==> src/rtl/param_reg_bank.sv <==
// Parametrised register bank: NUM_REGS x WIDTH registers, shared function select,
// active-low per-register enables, two combinational read ports, sticky WrapFlag.
// Optional macro REG_BANK_BYPASS_EN forwards load data I to a read port in the load cycle.
module param_reg_bank #(
    parameter int              NUM_REGS  = 4,
    parameter int              WIDTH     = 8,
    parameter int              SATURATE  = 0,
    parameter logic [WIDTH-1:0] RESET_VAL = '0,
    localparam int             SEL_W     = (NUM_REGS <= 2) ? 1 : $clog2(NUM_REGS)
) (
    input  logic                CLK,
    input  logic                RST_N,
    input  logic [1:0]          FunSel,
    input  logic [NUM_REGS-1:0] RegSel,
    input  logic [WIDTH-1:0]    I,
    input  logic [SEL_W-1:0]    OutASel,
    input  logic [SEL_W-1:0]    OutBSel,
    input  logic                FlagClr,
    output logic [WIDTH-1:0]    OutA,
    output logic [WIDTH-1:0]    OutB,
    output logic                WrapFlag
);

    localparam logic [WIDTH-1:0] ONE      = WIDTH'(1);
    localparam logic [WIDTH-1:0] ALL_ONES = '1;

    typedef enum logic [1:0] {
        FN_DEC   = 2'b00,
        FN_INC   = 2'b01,
        FN_LOAD  = 2'b10,
        FN_CLEAR = 2'b11
    } fun_e;

    logic [WIDTH-1:0] regs_q [NUM_REGS];
    logic [WIDTH-1:0] regs_d [NUM_REGS];
    logic             wrap_q;
    logic             wrap_d;
    logic             boundary;

    always_ff @(posedge CLK or negedge RST_N) begin
        if (!RST_N) begin
            for (int k = 0; k < NUM_REGS; k++) begin
                regs_q[k] <= RESET_VAL;
            end
            wrap_q <= 1'b0;
        end else begin
            for (int k = 0; k < NUM_REGS; k++) begin
                regs_q[k] <= regs_d[k];
            end
            wrap_q <= wrap_d;
        end
    end

    // A boundary event on any enabled register sets the flag even when FlagClr is high.
    always_comb begin
        regs_d   = regs_q;
        boundary = 1'b0;
        for (int k = 0; k < NUM_REGS; k++) begin
            if (!RegSel[k]) begin
                case (fun_e'(FunSel))
                    FN_DEC: begin
                        if (regs_q[k] == '0) begin
                            boundary  = 1'b1;
                            regs_d[k] = (SATURATE != 0) ? '0 : ALL_ONES;
                        end else begin
                            regs_d[k] = regs_q[k] - ONE;
                        end
                    end
                    FN_INC: begin
                        if (regs_q[k] == ALL_ONES) begin
                            boundary  = 1'b1;
                            regs_d[k] = (SATURATE != 0) ? ALL_ONES : '0;
                        end else begin
                            regs_d[k] = regs_q[k] + ONE;
                        end
                    end
                    FN_LOAD:  regs_d[k] = I;
                    default:  regs_d[k] = '0;
                endcase
            end
        end
        wrap_d = boundary | (wrap_q & ~FlagClr);
    end

    // Out-of-range selects match no register and read as zero.
    always_comb begin
        OutA = '0;
        OutB = '0;
        for (int k = 0; k < NUM_REGS; k++) begin
            if (OutASel == SEL_W'(k)) OutA = regs_q[k];
            if (OutBSel == SEL_W'(k)) OutB = regs_q[k];
`ifdef REG_BANK_BYPASS_EN
            if (FunSel == FN_LOAD && !RegSel[k]) begin
                if (OutASel == SEL_W'(k)) OutA = I;
                if (OutBSel == SEL_W'(k)) OutB = I;
            end
`endif
        end
    end

    assign WrapFlag = wrap_q;

endmodule
==> config.mk <==
export PLATFORM = sky130hd
export DESIGN_NAME = param_reg_bank
export DESIGN_NICKNAME = d
export VERILOG_FILES = /design/src/rtl/param_reg_bank.sv
export SDC_FILE = /design/constraint.sdc
export NUM_CORES = 1
export LEC_CHECK = 0
export CORE_MARGIN = 1
export CORE_UTILIZATION = 35
export CTS_CLUSTER_SIZE = 20
export DETAILED_ROUTE_END_ITERATION = 8
export PLACE_DENSITY_LB_ADDON = 0.2
export SLEW_MARGIN = 30
export SYNTH_ARGS = -nofsm -noshare
export SYNTH_HDL_FRONTEND = slang
export SYNTH_SLANG_ARGS = --single-unit
==> constraint.sdc <==
create_clock -name CLK -period 6.8 [get_ports CLK]
set_clock_uncertainty 0.1 [all_clocks]
set_input_delay 0.68 -clock CLK [delete_from_list [all_inputs] [get_ports CLK]]
set_output_delay 0.68 -clock CLK [all_outputs]
set_load 0.02 [all_outputs]
Word level (Yosys, flattened, before mapping)
Index checks and enable logic that the tools add are counted.
- add/subtract/negate cells: 8
- multiply operators: 0
- div/mod/pow operators: 0
- $lt $le $gt $ge: 0
- eq/ne operators: 12
- shift operators: 0
- muxes and demuxes: 36
- bitwise gates (word level): 3
- reductions and logical operators: 7
- operators by type and width (operator ; number):
    two-way mux 8 bit ; 16
    one-hot mux 8 bit (3 select lines) ; 4
    adder 8 x 1 -> 8 bit (second input constant) ; 4
    equality test 8 bit (second input constant) ; 4
    zero test 8 bit ; 4
    subtractor 8 x 1 -> 8 bit (second input constant) ; 4
    two-way mux 1 bit ; 12
    equality test 2 bit (second input constant) ; 5
    one-hot mux 1 bit (2 select lines) ; 4
    equality test 2 x 1 -> 1 bit (second input constant) ; 3
    zero test 2 bit ; 3
    AND 1 bit ; 1
    NOT 1 bit ; 1
    bitwise OR 1 bit ; 1
- register bits after elaboration: 33
- latch bits: 0
- memory bits (writable): 0
- bits in read-only memories: 0
- input bits: 21
- output and inout port bits: 17
- logic and storage cells: 71
- memories: 0

Logic depth before layout (Yosys ltp)
- word-level depth: 14
- depth in mapped cells: 8
- depth with buffers taken out: 7

Worst setup path before layout
No wires, ideal clock.
- kind: in2out
- start: in OutASel[0]
- end: out OutA[4]
- arrival time: 1767 ps
- data required time: 6020 ps
- slack: 4253 ps
- stages on the path: 2
- cell sequence: clkbuf_1 -> mux4_1
- cells in the longest elaborated chain, start to end: 5
- elaborated cells on any way between the ends: 8
- ends and longest elaborated chain (what ; RTL line ; text):
    from (decl) ; 16 ; input logic [SEL_W-1:0] OutASel,
    zero test 2 bit ; 90 ; if (OutASel == SEL_W'(k)) OutA = regs_q[k];
    two-way mux 8 bit (3 in series) ; 90 ;
    two-way mux 8 bit * ; 90 ;
    to (decl) ; 19 ; output logic [WIDTH-1:0] OutA,
Every way passes the cells marked *; elsewhere a longest branch is shown, timed or not.

Final worst setup path
Same ends and word-level chain as after synthesis.

==> impl_results.md <==
- Run status: finished clean
- Number of global-route vias before repair: between 3000 and 4000
- Slew Viols, Final: 0
- Post-synthesis xor/xnor area fraction: 0.03347
- First-pass GRT wire length: ~18 mm
- Design area: slightly below 4000 um^2
- H-tree depth: 2
- Fin crit period: ~3.4 ns
- Worst Path Required: ~6.0 ns
- Post-route setup slack: about 3.4 ns
- Row count: 35
- Most frequent cells in the layout: 40 x o21ai_0, 36 x clkdlybuf4s50_1, 35 x nor2_1, 34 x nand2_1, 33 x dfrtp_1
- GPL Wtd Cong: around 0.91
- Root buf cell: clkbuf_8
- Main synth FF type: dfrtp_1
- R2r startpoint: regs_q[24]$_DFFE_PN0N_
- Per-cell routed wire length: a little over 20 um
- Antenna cells: 0
- Comb pwr share: 0.414
- Die area: about 10000 um^2
- Max Clock Freq: roughly 290 MHz
- Num Clock Sinks: 33
- Via Count: approximately 3600
- Post-synthesis simple-gate area fraction: 0.2402
- DRC Markers: 0
- Worst slew pin tran: between 0.8 and 0.9 ns
- Peak supply drop: 0.1104 mV
- Flop pwr share: 0.406
- Main combinational cell family by area after synthesis: compound AO/OA/AOI/OAI gates
- RSZ-0062 raised after global routing: no
- Mapped Nets: 463
- Synth-to-layout area growth: 13.50%
- Clock Pin Slew Worst Setup and Hold Paths: around 0.080 ns
- Largest net degree at the start of global routing: 37
- Post-DP HPWL: approximately 8 mm
- Synthesis Warnings: 0
- # IOs: 38
- Crit path kind: in -> out
- Switching Fraction: 0.4462
- Pre-Repair DR Iteration Count: 5
- Rel. slew slack: 0.4218
- Crit Path Max Fanout: 8
- Leak: ~1.4 nW
- Die span in y: slightly above 100 um
- Hold Vio Cnt, Final: 0
- Gates resized, CTS repair: 0
- Number of port buffers: 37
- Tcrit/Tclk final: 0.4990
- Pre-CTS setup slack: 3.378 ns
- Core box area: just over 9000 um^2
- Number of max-cap violations: 0
- Routed WL: roughly 11 mm
- Arr. time, crit path: around 2.6 ns
- Post-synth EDFFs: 0
- Setup Viol. Count Final: 0
- Initial detailed-routing violation count: 243
- Initial Util: 0.3647
- Hold_buf cts: 0
- Post-Synth Adder-Cell Area: 0.04046
- Total track usage: 0.2333
- Filler Cells Inserted: roughly 960
- Post-CTS Setup Inserts: 0
- Compound-Gate Fraction of Synth Area: 0.2468
- CTS tree: built
- Post-synthesis mux area share: 0.1203
- Grt ovf: 0
- Sw Pwr: ~0.39 mW
- Register area share after synthesis: 0.2427
- Commonest non-fill, non-tap cell in the layout: o21ai_0
- Startpoint Class: input pin
- Fin util: 0.4140
- Clock power share: 0.179
- Synth cell types: 58
- Mapped Avg Cell Area: 7.893 um^2
- Critical path origin: OutASel[0]
- Width of the die: ~100 um
- CTS Buffer Depth: 2
- Crit path capture type: output pin
- Dpl cell area: 3751 um^2
- Post-synth ARST share: 1.000
- Worst Hold Class: in -> async
- Clk Latency, worst-skew pair: 0.29 ns
- Internal Pwr Total: between 0.4 and 0.5 mW
- Setup TNS: 0 ns
- Layout cell share with drive strength beyond 1: 0.08102
- Synthesized cell area: approximately 3400 um^2
- Power density over the cells: between 200 and 250 nW/um^2
- Initial antenna violation count: 0
- Final net count: 463
- CTS Buf Count: 5
- Final antenna-violating net count: 0
- Mapped Cells: ~430
- Vias per inst: roughly 6.4
- #FFs+latches synth: 33
==> power by group through the flow <==
stage / clock, mW / combinational [mW] / sequential, mW
2_1_floorplan: 0 / 0.318 / 0.262
5_1_grt: 0.170 / 0.398 / 0.364
4_1_cts: 0.158 / 0.358 / 0.350
3_5_place_dp: 0 / 0.356 / 0.354
6_report: 0.156 / 0.361 / 0.354
3_3_place_gp: 0 / 0.353 / 0.354
==> layer usage <==
layer / up-vias / wire length (um) / track usage
met5: - / 0 / 0
met4: 0 / 265 / 0.07469
met3: 25 / 1007 / 0.04161
met2: 180 / 4963 / 0.3572
met1: 1746 / 5052 / 0.3326
li1: 1614 / - / -
==> critical path, cell delays in order <==
cell	delay [ns]
clkdlybuf4s50_1	0.76
mux4_1	0.61
clkdlybuf4s50_1	0.56
==> flip-flops by register name (all words and copies together) (netlist names) <==
name / flops
regs_q: 32
WrapFlag: 1
==> path summary, 6_finish.rpt <==
path	endpoint	slack [ns]	depth (start not counted)
min in group CLK	WrapFlag$_DFF_PN0_	0.53	3
hold reg to reg	WrapFlag$_DFF_PN0_	0.53	3
setup / recovery	OutA[4]	3.41	3
hold / removal	regs_q[30]$_DFFE_PN0N_	0.25	1
setup reg to reg	regs_q[26]$_DFFE_PN0N_	4.42	7
max in group asynchronous	regs_q[15]$_DFFE_PN0N_	5.89	2
==> synth_stat cells, drive strengths merged (6+ instances only) <==
library cell	count	area share
nor2	35	0.039
or3	6	0.011
nor3	21	0.031
inv	17	0.019
nand2b	6	0.011
buf	6	0.012
a21oi	25	0.037
and3	6	0.011
nand4	6	0.011
nand3	23	0.034
xnor2	8	0.021
dfrtp	33	0.24
nand2	34	0.038
mux4	16	0.11
ha	11	0.040
o211ai	8	0.018
o21ai	41	0.060
clkbuf	41	0.045
==> metrics by stage <==
stage / power, mW / cells / hold slack, ns
2_1_floorplan: 0.5802 / 431 / 0.2844
3_3_place_gp: 0.7069 / 552 / 0.5291
3_5_place_dp: 0.7107 / 552 / 0.5319
4_1_cts: 0.8662 / 560 / 0.4168
5_1_grt: 0.9318 / 561 / 0.2846
6_report: 0.8715 / 561 / 0.2472
==> logic make-up (layout without fill, tap and decap cells) <==
kind of cell,count (synthesis),after routing
buffers and inverters,64,65
muxes,20,20
adders and majority gates,11,11
DFF,33,33
AOI/OAI and AO/OA,128,128
and+or+nand+nor,162,162
xor gates and xnor gates,13,13
==> final cells by class <==
type / count / area [um^2] / share of cell area
tap: 129 / 161.4 / 0.04180
inverter: 17 / 63.81 / 0.01653
clock inverter: 2 / 10.01 / 0.002592
clock buffer: 6 / 72.57 / 0.01879
multi-input combinational: 334 / 2320 / 0.6008
sequential: 33 / 825.8 / 0.2139
timing repair buffer: 40 / 407.9 / 0.1056
(Power assumes the default switching activity.)
